==> src/rtl/uart_rx_if.sv <==
// uart_rx_if: serial line in, received byte and status pulses out.
interface uart_rx_if;
  logic       rx_in;
  logic [7:0] rx_data;
  logic       rx_valid;
  logic       rx_busy;
  logic       rx_frame_err;

  modport master (
    input  rx_in,
    output rx_data,
    output rx_valid,
    output rx_busy,
    output rx_frame_err
  );

  modport slave (
    output rx_in,
    input  rx_data,
    input  rx_valid,
    input  rx_busy,
    input  rx_frame_err
  );
endinterface

==> src/rtl/uart_rx.sv <==
// uart_rx: 8-N-1 receiver; START entered 3 clks after rx_in falls, byte/error pulse 1 clk after stop sample.
// No backpressure: a missed rx_valid loses the byte. Define UART_RX_MAJORITY_EN for 2-of-3 voting at sample points.
module uart_rx #(
  parameter int CLKS_PER_BIT = 868
) (
  input  logic     clk,
  input  logic     reset_n,
  uart_rx_if.master bus
);

  localparam int CW = $clog2(CLKS_PER_BIT);
  localparam logic [CW-1:0] HALF_END = CW'(CLKS_PER_BIT / 2 - 1);
  localparam logic [CW-1:0] BIT_END  = CW'(CLKS_PER_BIT - 1);

  typedef enum logic [2:0] {IDLE, START, DATA, STOP, WAIT_HIGH} state_t;

  state_t        state;
  logic          rx_meta;
  logic          rx_s;
  logic          rx_prev;
  logic [1:0]    warm;
  logic [CW-1:0] cnt;
  logic [2:0]    bit_cnt;
  logic [7:0]    shift;
  logic          sample;
  logic          fall;

  // rx_prev only arms once real line data has reached rx_s, so a line held
  // low through reset is not mistaken for a start edge.
  always_ff @(posedge clk or negedge reset_n) begin
    if (!reset_n) begin
      rx_meta <= 1'b1;
      rx_s    <= 1'b1;
      warm    <= 2'b00;
      rx_prev <= 1'b0;
    end else begin
      rx_meta <= bus.rx_in;
      rx_s    <= rx_meta;
      warm    <= {warm[0], 1'b1};
      rx_prev <= warm[1] ? rx_s : 1'b0;
    end
  end

  assign fall = rx_prev & ~rx_s;

`ifdef UART_RX_MAJORITY_EN
  logic [1:0] rx_hist;

  always_ff @(posedge clk or negedge reset_n) begin
    if (!reset_n) rx_hist <= 2'b11;
    else          rx_hist <= {rx_hist[0], rx_s};
  end

  assign sample = (rx_s & rx_hist[0]) | (rx_s & rx_hist[1]) | (rx_hist[0] & rx_hist[1]);
`else
  assign sample = rx_s;
`endif

  always_ff @(posedge clk or negedge reset_n) begin
    if (!reset_n) begin
      state            <= IDLE;
      cnt              <= '0;
      bit_cnt          <= 3'd0;
      shift            <= 8'h00;
      bus.rx_data      <= 8'h00;
      bus.rx_valid     <= 1'b0;
      bus.rx_busy      <= 1'b0;
      bus.rx_frame_err <= 1'b0;
    end else begin
      bus.rx_valid     <= 1'b0;
      bus.rx_frame_err <= 1'b0;
      case (state)
        IDLE: begin
          if (fall) begin
            state       <= START;
            cnt         <= '0;
            bus.rx_busy <= 1'b1;
          end
        end
        START: begin
          if (cnt == HALF_END) begin
            cnt     <= '0;
            bit_cnt <= 3'd0;
            if (sample) begin
              state       <= IDLE;
              bus.rx_busy <= 1'b0;
            end else begin
              state <= DATA;
            end
          end else begin
            cnt <= cnt + 1'b1;
          end
        end
        DATA: begin
          if (cnt == BIT_END) begin
            shift[bit_cnt] <= sample;
            cnt            <= '0;
            if (bit_cnt == 3'd7) state <= STOP;
            else                 bit_cnt <= bit_cnt + 1'b1;
          end else begin
            cnt <= cnt + 1'b1;
          end
        end
        STOP: begin
          if (cnt == BIT_END) begin
            cnt <= '0;
            if (sample) begin
              bus.rx_data  <= shift;
              bus.rx_valid <= 1'b1;
              // A start edge landing on the stop sample is taken immediately.
              if (fall) begin
                state <= START;
              end else begin
                state       <= IDLE;
                bus.rx_busy <= 1'b0;
              end
            end else begin
              bus.rx_frame_err <= 1'b1;
              state            <= WAIT_HIGH;
            end
          end else begin
            cnt <= cnt + 1'b1;
          end
        end
        WAIT_HIGH: begin
          if (rx_s) begin
            state       <= IDLE;
            bus.rx_busy <= 1'b0;
          end
        end
        default: begin
          state       <= IDLE;
          bus.rx_busy <= 1'b0;
        end
      endcase
    end
  end

endmodule
==> src/flat_wrapper.sv <==
// flat-port wrapper written by rule: the top's interface ports become plain ports
module uart_rx_flat 
#(
  parameter int CLKS_PER_BIT = 868
)
  (clk, reset_n, bus_rx_in, bus_rx_data, bus_rx_valid, bus_rx_busy, bus_rx_frame_err);
  uart_rx_if bus_i ();
  input  logic clk;
  input  logic reset_n;
  input wire logic [$bits(bus_i.rx_in)-1:0] bus_rx_in;
  output wire logic [$bits(bus_i.rx_data)-1:0] bus_rx_data;
  output wire logic [$bits(bus_i.rx_valid)-1:0] bus_rx_valid;
  output wire logic [$bits(bus_i.rx_busy)-1:0] bus_rx_busy;
  output wire logic [$bits(bus_i.rx_frame_err)-1:0] bus_rx_frame_err;
  assign bus_i.rx_in = bus_rx_in;
  assign bus_rx_data = bus_i.rx_data;
  assign bus_rx_valid = bus_i.rx_valid;
  assign bus_rx_busy = bus_i.rx_busy;
  assign bus_rx_frame_err = bus_i.rx_frame_err;
  uart_rx #(.CLKS_PER_BIT(CLKS_PER_BIT)) u_core (.clk(clk), .reset_n(reset_n), .bus(bus_i));
endmodule
==> config.mk <==
export PLATFORM = sky130hd
export DESIGN_NAME = uart_rx_flat
export DESIGN_NICKNAME = d
export VERILOG_FILES = /design/src/rtl/uart_rx_if.sv /design/src/rtl/uart_rx.sv /design/src/flat_wrapper.sv
export SDC_FILE = /design/constraint.sdc
export NUM_CORES = 1
export LEC_CHECK = 0
export ABC_AREA = 1
export BUFFER_PORTS_ARGS = -buffer_cell sky130_fd_sc_hd__clkbuf_2
export CORE_MARGIN = 1
export CORE_UTILIZATION = 53
export CTS_CLUSTER_DIAMETER = 150
export CTS_CLUSTER_SIZE = 10
export DETAILED_ROUTE_END_ITERATION = 6
export PLACE_DENSITY_LB_ADDON = 0.15
export SYNTH_ARGS = -nofsm -noshare
export SYNTH_HDL_FRONTEND = slang
export SYNTH_SLANG_ARGS = --single-unit
export TNS_END_PERCENT = 50
==> constraint.sdc <==
create_clock -name clk -period 1.4 [get_ports clk]
set_input_delay 0.07 -clock clk [delete_from_list [all_inputs] [get_ports clk]]
set_output_delay 0.07 -clock clk [all_outputs]
set_load 0.01 [all_outputs]
# == Word level (Yosys, flattened, before mapping) ==
# Cells that the tools add are included.
# totals
reg_bits,40
output_inout_bits,11
word_cells,81
# op_classes
add_sub_neg,2
n_lt_le_gt_ge,2
eq_ne,16
mux,35
n_bitwise,3
reduce_logical,11
# op_table
op,count
two-way mux 10 bit,3
two-way mux 3 bit,10
one-hot mux 10 bit (3 select lines),1
two-way mux 1 bit,15
one-hot mux 3 bit (5 select lines),1
"inequality test 2 x 1 -> 1 bit, second input constant",7
AND reduction 6 bit,2
"adder 10 x 1 -> 10 bit, second input constant",1
"== test 10 bit, second input constant",1
"== test 10 x 9 -> 1 bit, second input constant",1
bitwise mux 8 bit,1
"== test 3 x 2 -> 1 bit, second input constant",2
"== test 3 bit, second input constant",2
one-hot mux 3 bit (2 select lines),1
one-hot mux 1 bit (5 select lines),1
"< comparator 3 x 4 -> 1 bit, second input constant",1
"inequality test 2 bit, second input constant",2
AND reduction 2 bit,2
AND reduction 4 bit,1
"adder 3 x 1 -> 3 bit, second input constant",1
demux 1 bit (select 3 bit),1
"== test 3 x 1 -> 1 bit, second input constant",1
"greater-or-equal comparator 3 x 1 -> 1 bit, second input constant",1
zero test 3 bit,1
other kinds (8),9

# == Depth between registers and ports, before layout ==
# Gate-level depths: netlist of the first run.
# depth
word_depth,6
mapped_depth,11
depth_no_buf,11

# == Worst setup path after synthesis of the first run ==
# No wires, ideal clock.
# synth_timing
path_kind,register to register
from,register u_core.cnt[0]
to,register u_core.shift[3]
arrival_time_ns,1.274
path_slack_ns,-0.009
path_stages_with_launch,9
path_buffers,0
path_cell_list,dfrtp_1 -> ha_1 -> inv_1 -> nor2_1 -> nand3_1 -> nor2_2 -> nand2_1 -> nand2_1 -> o21ai_0
# synth_via
elab_chain_cells,2
# synth_lines
element,line_no,source
start: declaration,uart_rx.sv:22,logic [CW-1:0] cnt;
start signal: assignment,uart_rx.sv:91,cnt <= cnt + 1'b1;
start signal: assignment,uart_rx.sv:101,cnt <= cnt + 1'b1;
start signal: assignment,uart_rx.sv:122,cnt <= cnt + 1'b1;
== test 10 bit,uart_rx.sv:95,if (cnt == BIT_END) begin
AND reduction 2 bit (no source line),n/a,
end signal: indexed assignment,uart_rx.sv:96,shift[bit_cnt] <= sample;
end: declaration,uart_rx.sv:24,logic [7:0] shift;
# Every way passes these cells.
# A chain may end at the register's enable or synchronous reset.

# == Worst setup path after layout of the first run ==
# layout_timing
from,register u_core.cnt[1]
to,register u_core.cnt[6]
# layout_via
elab_chain_cells,3
elab_cells_between_ends,6
classes_between,1 x add/sub; 2 x eq/ne; 3 x mux
# layout_lines
element,line_no,source
adder 10 x 1 -> 10 bit (tied with other cells),"uart_rx.sv:91, uart_rx.sv:101, uart_rx.sv:122",
"two-way mux 10 bit, on equally long branches","uart_rx.sv:95, uart_rx.sv:105, uart_rx.sv:81",
one-hot mux 10 bit (3 select lines) (*),uart_rx.sv:72,case (state)
# Mark *: on every way between the ends. The rest lies on a longest branch, timed or not.

==> flow_metrics.tcl, run 1 <==
set metrics [dict create \
    outcome "finished, violations left" \
    failed_checks "negative setup slack" \
    total_power_mw 4.13 \
    synth.top_cell.area_share 0.467 \
    ctsRootBufferMaster "clkbuf_8" \
    cts_max_path_buffers 2 \
    power_frac_comb 0.476 \
    critical_path_buf_inv_count 1 \
    vias 1887 \
    finalNetCount 328 \
    maxSlewViolCount 0 \
    post_synth.cell_area_avg_um2 7.92 \
    cts.clk_slew.worst_paths_ns 0.08 \
    final_hold_viol_count 0 \
    worst-path-max-fanout 6 \
    netlist_top_cells_area "dfrtp_1, nand2_1, inv_1, nor2_1, nand3_1" \
    synth.net_count 264 \
    p_sw_frac 0.394 \
    post_route_cells_drive_above_1_share 0.422 \
    grt_use_total 0.235 \
    route.detailed.wl_per_inst_um 13.1 \
    synth_seq_cells 40 \
    ys_seq_area_frac 0.493 \
    place.detailed.hpwl_mm 3.00 \
    place.gp.congestion 0.844 \
    tritoncts.num_buffers 5 \
    syn-cell-area_um2 2040 \
    floorplan.initialDensity 0.556 \
    final.setup.worst_slack_ns -0.115 \
    numPortBuffers 13 \
    pwr-share-seq 0.330 \
    synth_enable_flop_cells 0 \
    critical_path.slowest_cell "dfrtp_1" \
    floorplan.die.width_um 64.0 \
    setup.worst_path.start_class "flop" \
    detail_route.wirelength_mm 4.85 \
    grt_max_degree 24 \
    criticalPathCategory "reg -> reg" \
    cp_arrival_ns 1.69 \
    postSynth.topFlopCell "dfrtp_1" \
    route.detailed.vias_per_inst 5.10 \
    cellPowerDensity_nw_per_um2 1440 \
    worst_hold_path_class "in -> async" \
    layout-area-overhead-vs-synth_pct 41.1 \
    power.switching_mw 1.63 \
    synth_area_leader_cell "dfrtp_1" \
    path_delay_family "simple AND/OR/NAND/NOR gates" \
    route.antenna.remaining_nets 0 \
    worst_skew_pair.late_latency_ns 0.30 \
    path_cells "inv_2 -> ha_4 -> nand3_2 -> nor2_1 -> nand2_1 -> nand2_4 -> nand2_4 -> nor2_4 -> nor2_1" \
    rsz0062_at_grt "true" \
    power.internal_mw 2.50 \
    drt-pass1-iter-count 4 \
    fmax_mhz 660 \
    timing.critical_path.required_ns 1.58 \
    drc 0 \
    grt_antenna_before_repair 0 \
    first_global_vias 1625 \
    floorplan.rows 22 \
    grt_pass1_wl_mm 7.19 \
    die_h_um 64.0 \
    io_pins 14 \
    mostFrequentLayoutCells "nand2_1, buf_4, dfrtp_1" \
    post_synth_inst_count 257 \
    global_route_congestion_overflow_total 0 \
    preCtsSetupSlack_ns -0.155 \
    ctsHtreeMaxLevel 2 \
    antenna-diode-count 0 \
    post-route-period-util 1.08 \
    final_common_cell "nand2_1" \
    tritoncts_clock_tree "built" \
    critical_path.max_stage_delay_ns 0.42 \
    clkSinkCount 40 \
    power_leakage_nw 1.40 \
    peakVddDrop_mv 1.05 \
    worstSetupEndpointType "flop" \
    finalSetupViolCount 29 \
    min_period_ns 1.51 \
    drt_iter0_drc 102 \
    synth_async_sr_flop_share 1.00 \
    drv_cap 0 \
    core_um2 3660 \
    synth_cell_type_count 26 \
    synth.yosys.warnings 0 \
    die-area_um2 4090 \
    final.setup_skew_ns 0.00881 \
    power_frac_clock 0.194 \
]
## worst register-to-register path: cells and delay by family (launching register included)
family	cells	cell delay, ns
and+or+nand+nor	7	0.75
DFF	1	0.42
adders and majority gates	1	0.13
buffers and inverters	1	0.10
## cells in the mapped netlist (4+ instances only)
master,instances
ha_1,4
inv_2,6
dfrtp_1,38
nand3_1,16
o21ai_0,10
nand2_1,75
inv_1,36
o21ai_1,11
nor2_1,23
nor3_1,9
## power groups by stage
stage	logic (mW)	clock network [mW]	registers, mW
2_1_floorplan	0.776	0	1.37
3_3_place_gp	1.27	0	1.35
3_5_place_dp	1.29	0	1.36
4_1_cts	1.45	0.808	1.35
5_1_grt	2.14	0.850	1.37
6_report	1.97	0.802	1.36
## flip-flops by register name (all words and copies together) (netlist names)
| signal | flops |
|---|---|
| u_core.cnt | 10 |
| u_core.bus.rx_data | 8 |
| u_core.shift | 8 |
| u_core.bit_cnt | 3 |
| u_core.state | 3 |
| u_core.warm | 2 |
| u_core.bus.rx_busy | 1 |
| u_core.bus.rx_frame_err | 1 |
| u_core.bus.rx_valid | 1 |
| u_core.rx_meta | 1 |
| u_core.rx_prev | 1 |
| u_core.rx_s | 1 |
## kinds of logic (layout without fill, tap and decap cells)
group,count (synthesis),in the layout,share of synthesized area
other,1,1,0.00184
flip-flops,40,40,0.493
XOR/XNOR,3,3,0.0129
AO/OA/AOI/OAI,28,28,0.0787
buffers and inverters,43,108,0.0793
AND/OR/NAND/NOR,138,138,0.310
adder cells (fa/ha/maj),4,4,0.0246
## repair_timing
| action | in CTS | in global routing |
|---|---|---|
| hold buffers | 2 | 0 |
| pin swaps | 9 | 24 |
| hold endpoints to repair | 16 | 0 |
| endpoints found under the setup margin | 31 | 33 |
| buffers inserted | 4 | 7 |
| gates cloned | 0 | 0 |
| resized for setup | 19 | 57 |
## metrics by stage
step	utilization	std cells	hold WS, ns	area, um2	setup TNS (ns)
floorplan	-	257	-0.226	2040	0
global placement	0.662	349	0.0542	2420	-1.16
detailed placement	0.662	349	0.0526	2420	-2.48
CTS	0.719	363	0.286	2630	-0.384
global route	0.785	370	0.329	2870	-3.97
finish	0.785	370	0.259	2870	-2.07
## area by class of cell
| type | instances | area, um2 |
|---|---|---|
| tap | 48 | 60.1 |
| multi-input combinational | 174 | 1100 |
| clock inverter | 2 | 15.0 |
| clock buffer | 6 | 82.6 |
| sequential | 40 | 1010 |
| inverter | 42 | 160 |
| fill | 242 | 788 |
| timing repair buffer | 58 | 452 |
## worst paths after layout
kind,from,to,slack (ns),cells past startpoint
max,u_core.cnt[1]$_DFFE_PN0P_,u_core.cnt[6]$_DFFE_PN0P_,-0.11,9
min,reset_n,u_core.state[0]$_DFFE_PN0P_,0.26,2
max reg2reg,u_core.cnt[1]$_DFFE_PN0P_,u_core.cnt[6]$_DFFE_PN0P_,-0.11,9
min reg2reg,u_core.warm[0]$_DFF_PN0_,u_core.warm[1]$_DFF_PN0_,0.36,0
max in group asynchronous,reset_n,u_core.cnt[6]$_DFFE_PN0P_,0.65,3
min in group clk,u_core.warm[0]$_DFF_PN0_,u_core.warm[1]$_DFF_PN0_,0.36,0
## metal layers
metal	wire (um)	vias to the layer above	global-route usage
li1	-	931	-
met1	2110	886	0.314
met2	2370	56	0.359
met4	122	0	0.122
met5	0	-	0
met3	240	14	0.0482
Note: power is estimated with default switching activity, not from simulation.
==> run 2, diff against run 1 <==
--- a/config.mk
+++ b/config.mk
@@ -13,6 +13,7 @@
 export CTS_CLUSTER_SIZE = 10
 export DETAILED_ROUTE_END_ITERATION = 6
 export PLACE_DENSITY_LB_ADDON = 0.15
+export RECOVER_POWER = 100
 export SYNTH_ARGS = -nofsm -noshare
 export SYNTH_HDL_FRONTEND = slang
 export SYNTH_SLANG_ARGS = --single-unit
==> run 2 against run 1 <==
The run still ends with negative setup slack left. Final cell count unchanged. Clock skew unchanged. Core utilization about the same. Maximum frequency unchanged. Critical endpoint unchanged. Register-to-register slack about the same.
==> flow_metrics.tcl, run 2 (same netlist as run 1, synthesis figures left out) <==
set metrics [dict create \
    crit-reg2reg-capture "u_core.cnt[6]$_DFFE_PN0P_" \
    worst_setup_path_startpoint "u_core.cnt[1]$_DFFE_PN0P_" \
    ff2ff_setup_slack_ns -0.11 \
    global_route_congestion_overflow_total 0 \
    route.detailed.vias_per_inst 5.09 \
    grt_use_total 0.235 \
    layout.filler_cells 243 \
    floorplan.die.width_um 64.0 \
    multi_input_comb_area_um2 1100 \
    antenna-diode-count 0 \
    maxSlewViolCount 0 \
    final_hold_viol_count 0 \
    timing.critical_path.required_ns 1.58 \
    mostFrequentLayoutCells "nand2_1, buf_4, dfrtp_1" \
    worst-path-max-fanout 6 \
    drt-pass1-iter-count 4 \
    outcome "finished, violations left" \
    core_um2 3660 \
    tightest_slew_ns 1.03 \
    cts_max_path_buffers 2 \
    final.setup_skew_ns 0.00881 \
    failed_checks "negative setup slack" \
    clkSinkCount 40 \
    worst_r2r_path_depth 9 \
    total_power_mw 4.13 \
    reg.largest.list "u_core.cnt: 10 flops, u_core.bus.rx_data: 8 flops, u_core.shift: 8 flops" \
    power.switching_mw 1.63 \
    grt_pass1_wl_mm 7.19 \
    grt_antenna_before_repair 0 \
    final.setup.worst_slack_ns -0.115 \
    power_frac_comb 0.476 \
    drt_iter0_drc 102 \
    finalNetCount 328 \
    critical_path.max_stage_delay_ns 0.42 \
    fin_cells 370 \
    drc 0 \
    pwr-share-seq 0.330 \
    rsz0062_at_grt "true" \
    first_global_vias 1625 \
    finalSetupViolCount 29 \
    register_area_um2 1010 \
    layout-area-overhead-vs-synth_pct 41.1 \
    min_period_ns 1.51 \
    die_h_um 64.0 \
    die-area_um2 4090 \
    place.detailed.hpwl_mm 3.00 \
    criticalPathCategory "reg -> reg" \
    critical_path.slowest_cell "dfrtp_1" \
    crit_path_end "u_core.cnt[6]$_DFFE_PN0P_" \
    worstSetupPathDepth 9 \
    route.antenna.remaining_nets 0 \
    drv_cap 0 \
    post_route_cells_drive_above_1_share 0.419 \
    p_sw_frac 0.394 \
    tritoncts_clock_tree "built" \
    post-place-cells 349 \
    power_leakage_nw 1.40 \
    setup.worst_path.start_class "flop" \
    top_register "u_core.cnt" \
    timing.slew.headroom 0.313 \
    peakVddDrop_mv 1.05 \
    grt_max_degree 24 \
    detail_route.wirelength_mm 4.85 \
    cts.clk_slew.worst_paths_ns 0.08 \
    cellPowerDensity_nw_per_um2 1440 \
    fmax_mhz 660 \
    largest_register_ff_count 10 \
    critical_path_buf_inv_count 1 \
    vias 1885 \
    floorplan.initialDensity 0.556 \
    numPortBuffers 13 \
    preCtsSetupSlack_ns -0.155 \
    power_frac_clock 0.194 \
    io_pins 14 \
    ctsHtreeMaxLevel 2 \
    place.gp.congestion 0.844 \
    power.internal_mw 2.50 \
    post-route-period-util 1.08 \
    worstSetupEndpointType "flop" \
    worst_skew_pair.late_latency_ns 0.30 \
    cp_arrival_ns 1.69 \
    path_cells "inv_2 -> ha_4 -> nand3_2 -> nor2_1 -> nand2_1 -> nand2_4 -> nand2_4 -> nor2_4 -> nor2_1" \
    floorplan.rows 22 \
    final_common_cell "nand2_1" \
    tritoncts.num_buffers 5 \
    worst_hold_path_class "reg -> reg" \
    path_delay_family "simple AND/OR/NAND/NOR gates" \
    ctsRootBufferMaster "clkbuf_8" \
    route.detailed.wl_per_inst_um 13.1 \
    crit-reg2reg-launch "u_core.cnt[1]$_DFFE_PN0P_" \
]
run 2: cell counts in the layout (fill, tap and decap cells not counted):
Identical to the previous run, type by type.
run 2: cell type report:
class                           count  area share
Clock buffer                        6      0.0288
Clock inverter                      2     0.00523
Inverter                           42      0.0558
Multi-Input combinational cell    174       0.382
Sequential cell                    40       0.350
Tap cell                           48      0.0209
Timing Repair Buffer               58       0.157
run 2: how the worst min path moves through the flow:
stage	startpoint	endpoint	slack, ns	depth (start not counted)
2_1_floorplan	reset_n	u_core.bit_cnt[0]$_DFFE_PN0P_	-0.23	0
3_3_place_gp	reset_n	u_core.cnt[2]$_DFFE_PN0P_	0.05	1
3_5_place_dp	reset_n	u_core.cnt[2]$_DFFE_PN0P_	0.05	1
4_1_cts	reset_n	u_core.bit_cnt[2]$_DFFE_PN0P_	0.29	2
5_1_grt	u_core.rx_meta$_DFF_PN1_	u_core.rx_s$_DFF_PN1_	0.37	0
6_report	u_core.warm[0]$_DFF_PN0_	u_core.warm[1]$_DFF_PN0_	0.36	0
run 2: per-layer routing:
| metal | global-route usage | vias to the layer above | part of all wire |
|---|---|---|---|
| met5 | 0 | - | 0 |
| met4 | 0.122 | 0 | 0.025 |
| met3 | 0.0482 | 14 | 0.050 |
| met2 | 0.359 | 56 | 0.49 |
| met1 | 0.314 | 884 | 0.44 |
| li1 | - | 931 | - |
run 2: repair_timing:
item / CTS / global route
endpoints found under the setup margin: 31 / 33
hold endpoints to repair: 16 / 0
buffers inserted: 4 / 7
resized for setup: 19 / 57
pin swaps: 9 / 24
hold buffers: 2 / 0
gates cloned: 0 / 0
run 2: metrics by stage:
step	hold WS (ns)	instance area (um2)	utilization	TNS, ns
2_1_floorplan	-0.226	2040	-	0
3_3_place_gp	0.0542	2420	0.662	-1.16
3_5_place_dp	0.0526	2420	0.662	-2.48
4_1_cts	0.286	2630	0.719	-0.384
5_1_grt	0.368	2870	0.784	-4.03
6_report	0.359	2870	0.784	-2.07
run 2: power groups by stage:
stage | clock network [mW] | registers, mW | logic [mW]
finish | 0.802 | 1.36 | 1.97
CTS | 0.808 | 1.35 | 1.45
floorplan | 0 | 1.37 | 0.776
detailed placement | 0 | 1.36 | 1.29
global route | 0.850 | 1.37 | 2.14
global placement | 0 | 1.35 | 1.27
==> run 3, diff against run 2 <==
--- a/config.mk
+++ b/config.mk
@@ -7,11 +7,12 @@
 export LEC_CHECK = 0
 export ABC_AREA = 1
 export BUFFER_PORTS_ARGS = -buffer_cell sky130_fd_sc_hd__clkbuf_2
-export CORE_MARGIN = 1
+export CORE_MARGIN = 2
 export CORE_UTILIZATION = 53
 export CTS_CLUSTER_DIAMETER = 150
 export CTS_CLUSTER_SIZE = 10
 export DETAILED_ROUTE_END_ITERATION = 6
+export MAX_ROUTING_LAYER = met4
 export PLACE_DENSITY_LB_ADDON = 0.15
 export RECOVER_POWER = 100
 export SYNTH_ARGS = -nofsm -noshare
==> run 3 against run 2 <==
Die area up 6.4%. Hold slack worse by 0.0034 ns. Maximum frequency grew 0.50%. Combinational power is 12% lower. Sequential power barely moved. Wire length fell by 3.5%. Clock power decreased by 5.7%. Highest routed layer unchanged. Global-route usage decreased by 0.39 points. Largest power group unchanged. Final cell count did not move. Core utilization shrank 3.5 points. The run still ends with negative setup slack left.
==> flow_metrics.tcl, run 3 (same netlist as run 1, synthesis figures left out) <==
set metrics [dict create \
    outcome "finished, violations left" \
    failed_checks "negative setup slack" \
    cts.clk_slew.worst_paths_ns 0.07 \
    grt_max_degree 24 \
    floorplan.initialDensity 0.552 \
    layout.cell_area.non_filler_um2 2770 \
    worst_setup_path_startpoint "u_core.cnt[0]$_DFFE_PN0P_" \
    min_period_ns 1.51 \
    worst_hold_path_class "reg -> reg" \
    preCtsSetupSlack_ns -0.141 \
    finalNetCount 328 \
    final_hold_viol_count 0 \
    route.antenna.remaining_nets 0 \
    grt_use_total 0.231 \
    rsz0062_at_grt "true" \
    layout.filler_cells 279 \
    place.gp.congestion 0.894 \
    tritoncts.num_buffers 5 \
    grt_antenna_before_repair 0 \
    setup.worst_path.start_class "flop" \
    numPortBuffers 13 \
    criticalPathCategory "reg -> reg" \
    hold_ws_ns 0.355 \
    finish.utilization 0.750 \
    layout-area-overhead-vs-synth_pct 35.8 \
    top_register "u_core.cnt" \
    post-route-period-util 1.08 \
    die-area_um2 4350 \
    peakVddDrop_mv 0.968 \
    floorplan.die.width_um 66.0 \
    power_leakage_nw 1.36 \
    worst_skew_pair.late_latency_ns 0.29 \
    final.setup_skew_ns 0.0101 \
    post-place-cells 352 \
    route.detailed.wl_per_inst_um 12.6 \
    grt_pass1_wl_mm 7.40 \
    first_global_vias 1637 \
    clkSinkCount 40 \
    vias 1829 \
    dpl-instance-area_um2 2450 \
    ctsRootBufferMaster "clkbuf_8" \
    core_um2 3690 \
    largest_register_ff_count 10 \
    tritoncts_clock_tree "built" \
    final_common_cell "nand2_1" \
    floorplan.rows 22 \
    timing.setup.tns_ns -0.870 \
    drv_cap 0 \
    fin_cells 370 \
    crit-reg2reg-launch "u_core.cnt[0]$_DFFE_PN0P_" \
    post_route_cells_drive_above_1_share 0.339 \
    min_from "u_core.warm[0]$_DFF_PN0_" \
    reg.largest.list "u_core.cnt: 10 flops, u_core.bus.rx_data: 8 flops, u_core.shift: 8 flops" \
    route.detailed.vias_per_inst 4.94 \
    place.detailed.hpwl_mm 3.24 \
    fmax_mhz 664 \
    finalSetupViolCount 20 \
    worst-path-max-fanout 6 \
    drt_iter0_drc 116 \
    final.setup.worst_slack_ns -0.107 \
    maxSlewViolCount 0 \
    cellPowerDensity_nw_per_um2 1400 \
    global_route_congestion_overflow_total 0 \
    worstSetupEndpointType "flop" \
    antenna-diode-count 0 \
    drt-pass1-iter-count 4 \
    timing.slew.headroom 0.365 \
    cp_arrival_ns 1.68 \
    timing.critical_path.required_ns 1.57 \
    cts_max_path_buffers 2 \
    io_pins 14 \
    ctsHtreeMaxLevel 2 \
    tightest_slew_ns 0.952 \
    total_power_mw 3.86 \
    die_h_um 66.0 \
    detail_route.wirelength_mm 4.68 \
    drc 0 \
    mostFrequentLayoutCells "nand2_1, buf_4, dfrtp_1" \
]
[run 3: routing by layer]
metal	part of all wire	global-route usage	wire (um)	up-vias
met4	0.0098	0.0612	46	0
li1	-	-	-	933
met3	0.028	0.0460	130	5
met2	0.48	0.346	2250	32
met1	0.48	0.323	2250	859
met5	0	-	0	-
[run 3: worst paths after layout]
path,end,depth (start not counted),slack [ns]
worst max-delay path,u_core.cnt[4]$_DFFE_PN0P_,8,-0.11
min in group asynchronous,u_core.bus.rx_busy$_DFFE_PN0P_,2,0.44
worst min register to register,u_core.warm[1]$_DFF_PN0_,0,0.36
worst min-delay path,u_core.warm[1]$_DFF_PN0_,0,0.36
max in group asynchronous,u_core.cnt[5]$_DFFE_PN0P_,3,0.25
worst max register to register,u_core.cnt[4]$_DFFE_PN0P_,8,-0.11
[run 3: what timing repair did]
item | 4_1_cts | 5_1_grt
gates resized for setup | 16 | 38
hold buffers | 2 | 0
setup endpoints to repair | 31 | 33
cloned | 0 | 1
pin swaps | 4 | 16
buffers inserted | 0 | 7
hold endpoints to repair | 16 | 0
[run 3: cell type report]
type / instances / area [um2] / share of cell area
clock buffers: 5 / 68.8 / 0.0249
clock inverters: 3 / 18.8 / 0.00679
inverters: 42 / 160 / 0.0579
multi-input cells: 174 / 1040 / 0.375
flip-flops and latches: 40 / 1010 / 0.364
well taps: 48 / 60.1 / 0.0217
repair buffers: 58 / 414 / 0.150
[run 3: critical path, cell delays in order (launching register included)]
cell and delay, ns:
dfrtp_2 0.43, ha_4 0.17, nand2_1 0.05, nor2_1 0.12
nand2_1 0.13, nand2_1 0.14, nand2_4 0.09, nor2_4 0.20
nor2_1 0.07
[run 3: report_power, final]
part           internal, mW  switching [mW]  total, mW  leakage [nW]
combinational         0.744           0.993       1.74         0.775
sequential             1.27           0.104       1.37         0.534
clock                 0.347           0.408      0.756        0.0479
